**src/rtl/mc_arm_pkg.sv**
```systemverilog
// Shared definitions for the ARM multicycle control unit: FSM states,
// ALU operation codes, instruction field constants and datapath select
// encodings.
package mc_arm_pkg;

    typedef enum logic [3:0] {
        FETCH,
        DECODE,
        MEMADR,
        MEMRD,
        MEMWB,
        MEMWR,
        EXECR,
        EXECI,
        ALUWB,
        BRANCH,
        MULEX,
        MULWB,
        UNKNOWN
    } state_t;

    // ALUControl encodings
    localparam logic [2:0] ALU_ADD   = 3'b000;
    localparam logic [2:0] ALU_SUB   = 3'b001;
    localparam logic [2:0] ALU_AND   = 3'b010;
    localparam logic [2:0] ALU_ORR   = 3'b011;
    localparam logic [2:0] ALU_MUL   = 3'b100;
    localparam logic [2:0] ALU_UMULL = 3'b101;
    localparam logic [2:0] ALU_SMULL = 3'b110;

    // Data-processing cmd field Instr[24:21]
    localparam logic [3:0] CMD_AND = 4'b0000;
    localparam logic [3:0] CMD_SUB = 4'b0010;
    localparam logic [3:0] CMD_ADD = 4'b0100;
    localparam logic [3:0] CMD_CMP = 4'b1010;
    localparam logic [3:0] CMD_ORR = 4'b1100;

    // Multiply sub-opcode Instr[23:21]
    localparam logic [2:0] MUL_OP_MUL   = 3'b000;
    localparam logic [2:0] MUL_OP_UMULL = 3'b100;
    localparam logic [2:0] MUL_OP_SMULL = 3'b110;

    // Op field Instr[27:26]
    localparam logic [1:0] OP_DP  = 2'b00;
    localparam logic [1:0] OP_MEM = 2'b01;
    localparam logic [1:0] OP_BR  = 2'b10;

    // Condition codes Instr[31:28]
    localparam logic [3:0] COND_EQ = 4'b0000;
    localparam logic [3:0] COND_NE = 4'b0001;
    localparam logic [3:0] COND_CS = 4'b0010;
    localparam logic [3:0] COND_CC = 4'b0011;
    localparam logic [3:0] COND_MI = 4'b0100;
    localparam logic [3:0] COND_PL = 4'b0101;
    localparam logic [3:0] COND_VS = 4'b0110;
    localparam logic [3:0] COND_VC = 4'b0111;
    localparam logic [3:0] COND_HI = 4'b1000;
    localparam logic [3:0] COND_LS = 4'b1001;
    localparam logic [3:0] COND_GE = 4'b1010;
    localparam logic [3:0] COND_LT = 4'b1011;
    localparam logic [3:0] COND_GT = 4'b1100;
    localparam logic [3:0] COND_LE = 4'b1101;
    localparam logic [3:0] COND_AL = 4'b1110;

    // Bit positions inside the {N,Z,C,V} flag vector
    localparam int unsigned FLAG_N = 3;
    localparam int unsigned FLAG_Z = 2;
    localparam int unsigned FLAG_C = 1;
    localparam int unsigned FLAG_V = 0;

    // Datapath select encodings
    localparam logic [1:0] SRCA_A         = 2'b00;
    localparam logic [1:0] SRCA_PC        = 2'b01;
    localparam logic [1:0] SRCB_WD        = 2'b00;
    localparam logic [1:0] SRCB_IMM       = 2'b01;
    localparam logic [1:0] SRCB_FOUR      = 2'b10;
    localparam logic [1:0] RES_ALUOUT     = 2'b00;
    localparam logic [1:0] RES_DATA       = 2'b01;
    localparam logic [1:0] RES_ALURESULT  = 2'b10;
    localparam logic [1:0] IMM_8          = 2'b00;
    localparam logic [1:0] IMM_12         = 2'b01;
    localparam logic [1:0] IMM_24         = 2'b10;

    // Registered per-state control word
    typedef struct packed {
        logic       pc_write;
        logic       mem_write;
        logic       reg_write;
        logic       reg_write64;
        logic       ir_write;
        logic       adr_src;
        logic       reg_src64b;
        logic [1:0] alu_src_a;
        logic [1:0] alu_src_b;
        logic [1:0] result_src;
        logic [2:0] alu_control;
    } ctrl_t;

    localparam ctrl_t CTRL_FETCH = '{
        pc_write:    1'b1,
        mem_write:   1'b0,
        reg_write:   1'b0,
        reg_write64: 1'b0,
        ir_write:    1'b1,
        adr_src:     1'b0,
        reg_src64b:  1'b0,
        alu_src_a:   SRCA_PC,
        alu_src_b:   SRCB_FOUR,
        result_src:  RES_ALURESULT,
        alu_control: ALU_ADD
    };

    // Data-processing commands this core executes
    function automatic logic cmd_supported(input logic [3:0] cmd);
        return (cmd == CMD_ADD) || (cmd == CMD_SUB) || (cmd == CMD_AND) ||
               (cmd == CMD_ORR) || (cmd == CMD_CMP);
    endfunction

    // ALU operation for a data-processing cmd; CMP is a flag-only SUB
    function automatic logic [2:0] alu_for_cmd(input logic [3:0] cmd);
        logic [2:0] op;
        op = ALU_ADD;
        case (cmd)
            CMD_SUB: op = ALU_SUB;
            CMD_CMP: op = ALU_SUB;
            CMD_AND: op = ALU_AND;
            CMD_ORR: op = ALU_ORR;
            default: op = ALU_ADD;
        endcase
        return op;
    endfunction

endpackage

```
**src/rtl/mc_arm_condcheck.sv**
```systemverilog
// Condition-code evaluation: decides whether the instruction's cond field
// passes against the registered {N,Z,C,V} flags.
module mc_arm_condcheck
    import mc_arm_pkg::*;
(
    input  logic [3:0] cond,
    input  logic [3:0] flags,
    output logic       cond_ex
);

    logic n, z, c, v;

    assign n = flags[FLAG_N];
    assign z = flags[FLAG_Z];
    assign c = flags[FLAG_C];
    assign v = flags[FLAG_V];

    // Map each ARM condition to its flag expression; 1111 never executes
    always_comb begin
        cond_ex = 1'b0;
        case (cond)
            COND_EQ: cond_ex = z;
            COND_NE: cond_ex = ~z;
            COND_CS: cond_ex = c;
            COND_CC: cond_ex = ~c;
            COND_MI: cond_ex = n;
            COND_PL: cond_ex = ~n;
            COND_VS: cond_ex = v;
            COND_VC: cond_ex = ~v;
            COND_HI: cond_ex = c & ~z;
            COND_LS: cond_ex = ~c | z;
            COND_GE: cond_ex = (n == v);
            COND_LT: cond_ex = (n != v);
            COND_GT: cond_ex = ~z & (n == v);
            COND_LE: cond_ex = z | (n != v);
            COND_AL: cond_ex = 1'b1;
            default: cond_ex = 1'b0;
        endcase
    end

endmodule

```
**src/rtl/mc_arm_ctrl.sv**
```systemverilog
// Multicycle ARM control unit: main FSM, instruction decode, flag register
// and condition check. Datapath controls are registered from the next state
// so each one is valid for the whole cycle of the state it belongs to.
// Optional build macro MC_ARM_CTRL_LONGMUL_EN enables UMULL/SMULL; without
// it those encodings are treated as unknown instructions.
module mc_arm_ctrl
    import mc_arm_pkg::*;
#(
    parameter int unsigned FLAG_W = 4
) (
    input  logic              clk,
    input  logic              reset,
    input  logic [31:0]       Instr,
    input  logic [FLAG_W-1:0] ALUFlags,
    output logic              PCWrite,
    output logic              MemWrite,
    output logic              RegWrite,
    output logic              RegWrite64,
    output logic              IRWrite,
    output logic              AdrSrc,
    output logic [1:0]        RegSrc,
    output logic              RegSrc64b,
    output logic [1:0]        ALUSrcA,
    output logic [1:0]        ALUSrcB,
    output logic [1:0]        ResultSrc,
    output logic [1:0]        ImmSrc,
    output logic [2:0]        ALUControl
);

    state_t            state_q, state_d;
    logic [FLAG_W-1:0] flags_q, flags_d;
    ctrl_t             ctrl_q, ctrl_d;

    logic [3:0] cond;
    logic [1:0] op;
    logic       imm_bit;
    logic [3:0] cmd;
    logic       s_bit;
    logic       rd_is_pc;
    logic       is_mul;
    logic [2:0] mul_op;
    logic       mul_ok;
    logic [2:0] mul_alu;
    logic       cond_ex;
    logic       unused_instr_bits;

    assign cond     = Instr[31:28];
    assign op       = Instr[27:26];
    assign imm_bit  = Instr[25];
    assign cmd      = Instr[24:21];
    assign s_bit    = Instr[20];
    assign rd_is_pc = (Instr[15:12] == 4'hF);
    assign mul_op   = Instr[23:21];
    // Multiply class: register form, bit 24 clear, 1001 in bits 7:4
    assign is_mul   = ~imm_bit & ~Instr[24] & (Instr[7:4] == 4'b1001);

    assign unused_instr_bits = ^{Instr[19:16], Instr[11:8], Instr[3:0]};

    mc_arm_condcheck u_condcheck (
        .cond    (cond),
        .flags   (flags_q[3:0]),
        .cond_ex (cond_ex)
    );

    // Multiply sub-decode: which forms are accepted and their ALU operation
    always_comb begin
        mul_ok  = (mul_op == MUL_OP_MUL);
        mul_alu = ALU_MUL;
`ifdef MC_ARM_CTRL_LONGMUL_EN
        if (mul_op == MUL_OP_UMULL) begin
            mul_ok  = 1'b1;
            mul_alu = ALU_UMULL;
        end else if (mul_op == MUL_OP_SMULL) begin
            mul_ok  = 1'b1;
            mul_alu = ALU_SMULL;
        end
`endif
    end

    // Next-state logic for the main sequencer
    always_comb begin
        state_d = state_q;
        case (state_q)
            FETCH:  state_d = DECODE;
            DECODE: begin
                if (!cond_ex) begin
                    state_d = FETCH;
                end else begin
                    case (op)
                        OP_MEM:  state_d = MEMADR;
                        OP_BR:   state_d = Instr[24] ? UNKNOWN : BRANCH;
                        OP_DP: begin
                            if (imm_bit)
                                state_d = cmd_supported(cmd) ? EXECI : UNKNOWN;
                            else if (is_mul)
                                state_d = mul_ok ? MULEX : UNKNOWN;
                            else
                                state_d = cmd_supported(cmd) ? EXECR : UNKNOWN;
                        end
                        default: state_d = UNKNOWN;
                    endcase
                end
            end
            MEMADR:  state_d = s_bit ? MEMRD : MEMWR;
            MEMRD:   state_d = MEMWB;
            EXECR,
            EXECI:   state_d = (cmd == CMD_CMP) ? FETCH : ALUWB;
            MULEX:   state_d = MULWB;
            default: state_d = FETCH;
        endcase
    end

    // Flag update: data-processing with S or CMP, and MULS (N,Z only)
    always_comb begin
        flags_d = flags_q;
        case (state_q)
            EXECR,
            EXECI: begin
                if (s_bit || (cmd == CMD_CMP)) begin
                    if ((cmd == CMD_AND) || (cmd == CMD_ORR)) begin
                        flags_d[FLAG_N] = ALUFlags[FLAG_N];
                        flags_d[FLAG_Z] = ALUFlags[FLAG_Z];
                    end else begin
                        flags_d = ALUFlags;
                    end
                end
            end
            MULEX: begin
                if (s_bit) begin
                    flags_d[FLAG_N] = ALUFlags[FLAG_N];
                    flags_d[FLAG_Z] = ALUFlags[FLAG_Z];
                end
            end
            default: flags_d = flags_q;
        endcase
    end

    // Control word for the state being entered, so outputs are registered
    always_comb begin
        ctrl_d = '0;
        case (state_d)
            FETCH:  ctrl_d = CTRL_FETCH;
            DECODE: begin
                ctrl_d.alu_src_a  = SRCA_PC;
                ctrl_d.alu_src_b  = SRCB_FOUR;
                ctrl_d.result_src = RES_ALURESULT;
            end
            MEMADR: begin
                ctrl_d.alu_src_a   = SRCA_A;
                ctrl_d.alu_src_b   = SRCB_IMM;
                ctrl_d.alu_control = ALU_ADD;
            end
            MEMRD:  ctrl_d.adr_src = 1'b1;
            MEMWB: begin
                ctrl_d.result_src = RES_DATA;
                ctrl_d.reg_write  = 1'b1;
                ctrl_d.pc_write   = rd_is_pc;
            end
            MEMWR: begin
                ctrl_d.adr_src   = 1'b1;
                ctrl_d.mem_write = 1'b1;
            end
            EXECR: begin
                ctrl_d.alu_src_b   = SRCB_WD;
                ctrl_d.alu_control = alu_for_cmd(cmd);
            end
            EXECI: begin
                ctrl_d.alu_src_b   = SRCB_IMM;
                ctrl_d.alu_control = alu_for_cmd(cmd);
            end
            ALUWB: begin
                ctrl_d.result_src = RES_ALUOUT;
                ctrl_d.reg_write  = 1'b1;
                ctrl_d.pc_write   = rd_is_pc;
            end
            BRANCH: begin
                ctrl_d.alu_src_a   = SRCA_A;
                ctrl_d.alu_src_b   = SRCB_IMM;
                ctrl_d.alu_control = ALU_ADD;
                ctrl_d.result_src  = RES_ALURESULT;
                ctrl_d.pc_write    = 1'b1;
            end
            MULEX: begin
                ctrl_d.reg_src64b  = 1'b1;
                ctrl_d.alu_src_a   = SRCA_A;
                ctrl_d.alu_src_b   = SRCB_WD;
                ctrl_d.alu_control = mul_alu;
            end
            MULWB: begin
                ctrl_d.reg_src64b = 1'b1;
                ctrl_d.result_src = RES_ALUOUT;
`ifdef MC_ARM_CTRL_LONGMUL_EN
                ctrl_d.reg_write   = (mul_op == MUL_OP_MUL);
                ctrl_d.reg_write64 = (mul_op != MUL_OP_MUL);
`else
                ctrl_d.reg_write   = 1'b1;
`endif
            end
            default: ctrl_d = '0;
        endcase
    end

    // State, flags and control word; reset aborts straight to FETCH
    always_ff @(posedge clk or posedge reset) begin
        if (reset) begin
            state_q <= FETCH;
            flags_q <= '0;
            ctrl_q  <= CTRL_FETCH;
        end else begin
            state_q <= state_d;
            flags_q <= flags_d;
            ctrl_q  <= ctrl_d;
        end
    end

    assign PCWrite    = ctrl_q.pc_write;
    assign MemWrite   = ctrl_q.mem_write;
    assign RegWrite   = ctrl_q.reg_write;
    assign RegWrite64 = ctrl_q.reg_write64;
    assign IRWrite    = ctrl_q.ir_write;
    assign AdrSrc     = ctrl_q.adr_src;
    assign RegSrc64b  = ctrl_q.reg_src64b;
    assign ALUSrcA    = ctrl_q.alu_src_a;
    assign ALUSrcB    = ctrl_q.alu_src_b;
    assign ResultSrc  = ctrl_q.result_src;
    assign ALUControl = ctrl_q.alu_control;

    // Register-port and immediate selects follow the instruction directly
    assign RegSrc = {op == OP_MEM, op == OP_BR};
    assign ImmSrc = op;

endmodule

```
**config.mk**
```make
export PLATFORM = sky130hd
export DESIGN_NAME = mc_arm_ctrl
export DESIGN_NICKNAME = d
export VERILOG_FILES = /design/src/rtl/mc_arm_pkg.sv /design/src/rtl/mc_arm_condcheck.sv /design/src/rtl/mc_arm_ctrl.sv
export SDC_FILE = /design/constraint.sdc
export NUM_CORES = 1
export LEC_CHECK = 0
export CAP_MARGIN = 40
export CORE_UTILIZATION = 45
export CTS_CLUSTER_SIZE = 30
export DETAILED_ROUTE_END_ITERATION = 7
export PLACE_DENSITY = 0.84
export SLEW_MARGIN = 20
export SYNTH_ARGS = -nofsm -noshare
export SYNTH_HDL_FRONTEND = slang
export SYNTH_SLANG_ARGS = --single-unit
export TNS_END_PERCENT = 5
```
**constraint.sdc**
```tcl
create_clock -name clk -period 6.61 [get_ports clk]
set_input_delay 1.6525 -clock clk [delete_from_list [all_inputs] [get_ports clk]]
set_output_delay 1.6525 -clock clk [all_outputs]
set_load 0.05 [all_outputs]
```
==> impl_metrics.tcl, run 1 <==
set metrics [dict create \
    hp-class "flop to flop" \
    nets 211 \
    synth_edf_count 0 \
    hp-start "state_q[0]$_DFF_PP0_" \
    drcViolationCount 0 \
    netlist_area_um2 1330 \
    synth.distinct_cells 55 \
    ctsResizeCount 0 \
    dp_slack_ns 1.65 \
    min_period_over_period_pct 74.7 \
    status "completed" \
    synthFlopType "dfrtp_1" \
    start_util_pct 47.8 \
    final_max_slew_viol_count 0 \
    ys_warn_count 0 \
    fin_ws_ns 1.67 \
    placed_area_um2 1750 \
    core-area_um2 2780 \
    pwr-share-clk_pct 10.2 \
    vias_per_cell 5.75 \
    cts_hold_buf 0 \
    finalSetupTns_ns 0 \
    die_h_um 56.4 \
    required_ns 4.96 \
    cts_max_path_buffers 2 \
    arrival_ns 3.28 \
    syn_to_final_growth_pct 33.5 \
    async_flop_share_pct 100 \
    cts_tree "yes" \
    synth-seq-area-share_pct 39.9 \
    design_area_um2 1780 \
    comb_power_share_pct 55.9 \
    cp_max_fo 9 \
    p_total_mw 0.626 \
    vias 1167 \
    layout.cells.non_filler 203 \
    wirelength_mm 2.89 \
    cts-root-buf "clkbuf_4" \
    grtUsageTotal_pct 19.3 \
    drive_gt1_share_pct 16.3 \
    dp_hpwl_mm 2.25 \
    p_per_area_nw_per_um2 353 \
    synth-seq-cells 21 \
    netlist.area_leader.share_pct 32.0 \
    grt_setup_unrepaired "no" \
    power.switching_mw 0.289 \
    crit_start "Instr[27]" \
    avgRoutedWirePerCell_um 14.2 \
    synth_area_leaders "dfrtp_1 32%, dfstp_2 7.9%, nand2b_1 3.8%" \
    finClkSkew_ns 0.00655 \
    worst-slew-pin-transition_ns 0.758 \
    path_class "input port to primary output" \
    grt_overflow 0 \
    start_kind "input port" \
    postCtsSetupRepairBufs 0 \
    r2r-start "flags_q[3]$_DFFE_PP0P_" \
    rows 19 \
    switching_share_pct 46.1 \
    drt_iter0_markers 36 \
    setup_viol 0 \
    ant_nets 0 \
    worst_ir_drop_vdd_uv 292 \
    clock_latency_ns 0.31 \
    pin_count 58 \
    hold_viol_final 0 \
    fill_cells 233 \
    slew_headroom_pct 49.4 \
    dr.pass1.iters 4 \
    crit_path_end_kind "primary output" \
    fp.dieW_um 56.4 \
    yosys.area.top_type "dfrtp_1" \
    port_buffers 43 \
    p_leak_nw 0.718 \
    grt_start_max_net_pins 22 \
    gp_congestion 0.853 \
    holdWs_ns 0.527 \
    synthCells 133 \
    final_common_cell "clkdlybuf4s50_1" \
    dieArea_um2 3180 \
    clk_pin_slew_ns 0.12 \
    p_int_mw 0.337 \
    postLayoutCoreUtil_pct 63.8 \
    layout_common_cells "43 x clkdlybuf4s50_1, 17 x dfrtp_1, 9 x nor2_1" \
    min_period_ns 4.94 \
    syn_avg_cell_area_um2 10.0 \
    drv_cap 0 \
    h-tree-depth 1 \
    grt_pass1_wl_mm 4.86 \
    antenna_found_initial 0 \
    clock-sinks 21 \
    grt_pass1_vias 1143 \
    diodes 0 \
    p_seq_share_pct 33.9 \
    cts_buffers 3 \
    timing.fmax_ghz 0.203 \
    dp_cells 199 \
]
kinds of logic after synthesis:
kind of cell | share of synthesized area (%)
simple gates | 25.7
compound gates | 21.2
flops | 39.9
buf+inv | 6.12
mux | 4.89
xor+xnor | 1.98
other cells | 0.282
worst max-delay path, stage by stage:
cell	delay (ns)
clkdlybuf4s50_1	0.65
nor2b_1	0.17
clkdlybuf4s50_1	0.81
final timing paths:
check	to	slack (ns)	depth (start not counted)
worst max-delay path	RegSrc[0]	1.67	3
worst min-delay path	AdrSrc$_DFF_PP0_	0.53	1
worst max register to register	RegWrite$_DFF_PP0_	4.18	7
worst min register to register	AdrSrc$_DFF_PP0_	0.53	1
max in group asynchronous	RegWrite$_DFF_PP0_	4.38	2
min in group asynchronous	state_q[1]$_DFF_PP0_	1.76	2
routing by layer:
layer  up-vias  track usage [%]  share of wire (%)
met4         0             9.06                2.3
met1       559             22.0                 41
met3         7             2.30                5.7
met2        39             35.4                 51
met5         -                0                  0
li1        562                -                  -
synth_stat cells (3+ instances only):
master	n
dfrtp_1	17
nor2_1	9
inv_1	5
buf_4	5
dfstp_2	4
nand2b_1	8
nor2b_1	4
a21oi_1	7
mux2_2	4
o21ai_0	6
nor3_1	3
nand2_1	4
layout make-up:
type,instances,area [um2],area share [%]
clock buffers,3,22.5,1.27
multi-input cells,97,722,40.7
flip-flops and latches,21,531,29.9
repair buffers,43,430,24.2
inverters,7,26.3,1.48
well taps,31,38.8,2.18
clock inverters,1,5.00,0.282
power groups by stage:
stage	registers (mW)	logic [mW]	clock network [mW]
2_1_floorplan	0.274	0.196	0
3_3_place_gp	0.212	0.339	0
3_5_place_dp	0.215	0.346	0
4_1_cts	0.212	0.350	0.0633
5_1_grt	0.219	0.375	0.0703
6_report	0.212	0.350	0.0638
state kept, by name, indices dropped and copies added, names as in the netlist:
register / flops
RegWrite: 1
ALUSrcB: 1
ALUSrcA: 1
state_q: 4
RegSrc64b: 1
PCWrite: 1
AdrSrc: 1
ResultSrc: 2
ALUControl: 3
flags_q: 4
MemWrite: 1
IRWrite: 1
(Power assumes the default switching activity.)
==> run 2, diff against run 1 <==
--- a/config.mk
+++ b/config.mk
@@ -6,10 +6,10 @@
 export NUM_CORES = 1
 export LEC_CHECK = 0
 export CAP_MARGIN = 40
-export CORE_UTILIZATION = 45
+export CORE_UTILIZATION = 42
 export CTS_CLUSTER_SIZE = 30
 export DETAILED_ROUTE_END_ITERATION = 7
-export PLACE_DENSITY = 0.84
+export PLACE_DENSITY = 0.79
 export SLEW_MARGIN = 20
 export SYNTH_ARGS = -nofsm -noshare
 export SYNTH_HDL_FRONTEND = slang
==> constraint.sdc (replaced) <==
create_clock -name clk -period 5 [get_ports clk]
set_input_delay 1.25 -clock clk [delete_from_list [all_inputs] [get_ports clk]]
set_output_delay 1.25 -clock clk [all_outputs]
set_load 0.05 [all_outputs]
==> run 2 against run 1 <==
  * Clock skew decreased by 0.0045 ns
  * First-iteration DRC count decreased by 11%
  * Setup slack got worse by 0.83 ns
  * Cell count increased by 6.4%
  * Power increased by 30%
  * Routed wire length decreased by 9.2%
  * Sequential share of layout area decreased by 0.27 points
  * Sequential power increased by 32%
  * Largest power group unchanged
==> impl_metrics.tcl, run 2 (synthesis gave the netlist of run 1 again) <==
set metrics [dict create \
    r2r-start "flags_q[3]$_DFFE_PP0P_" \
    avgRoutedWirePerCell_um 12.2 \
    arrival_ns 2.90 \
    ctsResizeCount 0 \
    grt_start_max_net_pins 22 \
    antenna_found_initial 0 \
    wirelength_mm 2.63 \
    p_per_area_nw_per_um2 453 \
    vias 1147 \
    clock_latency_ns 0.30 \
    hold_depth 1 \
    grt_setup_unrepaired "no" \
    hp-start "state_q[0]$_DFF_PP0_" \
    port_buffers 43 \
    start_kind "input port" \
    drcViolationCount 0 \
    whs_endpoint "AdrSrc$_DFF_PP0_" \
    start_util_pct 43.9 \
    path_class "input port to primary output" \
    drt_iter0_markers 32 \
    hold_viol_final 0 \
    finClkSkew_ns 0.00201 \
    slew_headroom_pct 47.5 \
    syn_to_final_growth_pct 34.7 \
    postCtsSetupRepairBufs 0 \
    timing.fmax_ghz 0.241 \
    clock-sinks 21 \
    dieArea_um2 3400 \
    grtUsageTotal_pct 16.8 \
    gp_congestion 0.833 \
    fill_cells 278 \
    vias_per_cell 5.31 \
    worst-slew-pin-transition_ns 0.786 \
    finalSetupTns_ns 0 \
    cts_hold_buf 0 \
    ff2ff_setup_slack_ns 2.73 \
    hp-class "flop to flop" \
    dr.pass1.iters 4 \
    crit_path_end_kind "primary output" \
    grt_overflow 0 \
    cts-root-buf "clkbuf_4" \
    clk_pin_slew_ns 0.11 \
    core-area_um2 3030 \
    min_period_over_period_pct 83.1 \
    diodes 0 \
    layout_common_cells "43 x clkdlybuf4s50_1, 17 x dfrtp_1, 9 x nor2_1" \
    drv_cap 0 \
    pin_count 58 \
    r2r_cells 8 \
    required_ns 3.75 \
    p_total_mw 0.812 \
    layout.cells.non_filler 216 \
    cts_max_path_buffers 2 \
    worstReg2RegEnd "ALUControl[2]$_DFF_PP0_" \
    p_leak_nw 0.718 \
    fp.dieW_um 58.3 \
    grt_pass1_wl_mm 4.42 \
    cts_buffers 3 \
    grt_pass1_vias 1059 \
    final_common_cell "clkdlybuf4s50_1" \
    drive_gt1_share_pct 16.3 \
    dp_hpwl_mm 2.15 \
    rows 20 \
    cts_tree "yes" \
    setup_viol 0 \
    worst_ir_drop_vdd_uv 159 \
    cp_max_fo 9 \
    ant_nets 0 \
    h-tree-depth 1 \
    status "completed" \
    final_max_slew_viol_count 0 \
    min_period_ns 4.15 \
    nets 211 \
    dp_cells 212 \
    die_h_um 58.3 \
]
[run 2: cell counts in the layout (fill, tap and decap cells not counted)]
No cell type changed its count.
[run 2: area by class of cell]
type                            count  area (um2)  share of cell area [%]
Sequential cell                    21         531                    29.6
Inverter                            7        26.3                    1.47
Clock inverter                      1        5.00                   0.279
Tap cell                           44        55.1                    3.07
Timing Repair Buffer               43         430                    24.0
Clock buffer                        3        22.5                    1.26
Multi-Input combinational cell     97         722                    40.3
[run 2: metrics by stage]
| stage | util [%] | setup slack, ns | instance area (um2) | hold slack (ns) |
|---|---|---|---|---|
| after CTS | 59.2 | 0.847 | 1790 | 0.527 |
| after global placement | 58.3 | 0.866 | 1760 | 0.497 |
| after detailed placement | 58.3 | 0.844 | 1760 | 0.513 |
| final | 59.2 | 0.847 | 1790 | 0.527 |
| after global routing | 59.2 | 0.820 | 1790 | 0.556 |
| after floorplan | - | 1.79 | 1330 | 0.472 |
[run 2: how the worst max path moves through the flow]
stage | startpoint | slack [ns] | cells after the start | to
after global placement | Instr[27] | 0.87 | 3 | RegSrc[0]
after CTS | Instr[27] | 0.85 | 3 | RegSrc[0]
after floorplan | Instr[27] | 1.79 | 1 | RegSrc[0]
final | Instr[27] | 0.85 | 3 | RegSrc[0]
after global routing | Instr[27] | 0.82 | 3 | RegSrc[0]
after detailed placement | Instr[27] | 0.84 | 3 | RegSrc[0]
[run 2: report_power, final]
group	total [mW]	switching, mW	internal, mW
clock network	0.0796	0.0498	0.0299
logic	0.453	0.272	0.181
registers	0.280	0.0445	0.236
total	0.812	0.366	0.446
[run 2: metal layers]
metal / vias to the layer above / wire, um / global-route usage, %
met5: - / 0 / 0
met4: 0 / 46 / 7.14
met3: 5 / 116 / 1.56
met2: 36 / 1330 / 30.4
met1: 545 / 1130 / 20.3
li1: 561 / - / -
[run 2: worst max-delay path, stage by stage]
cell and delay (ns):
clkdlybuf4s50_1 0.67, nor2b_1 0.17, clkdlybuf4s50_1 0.81
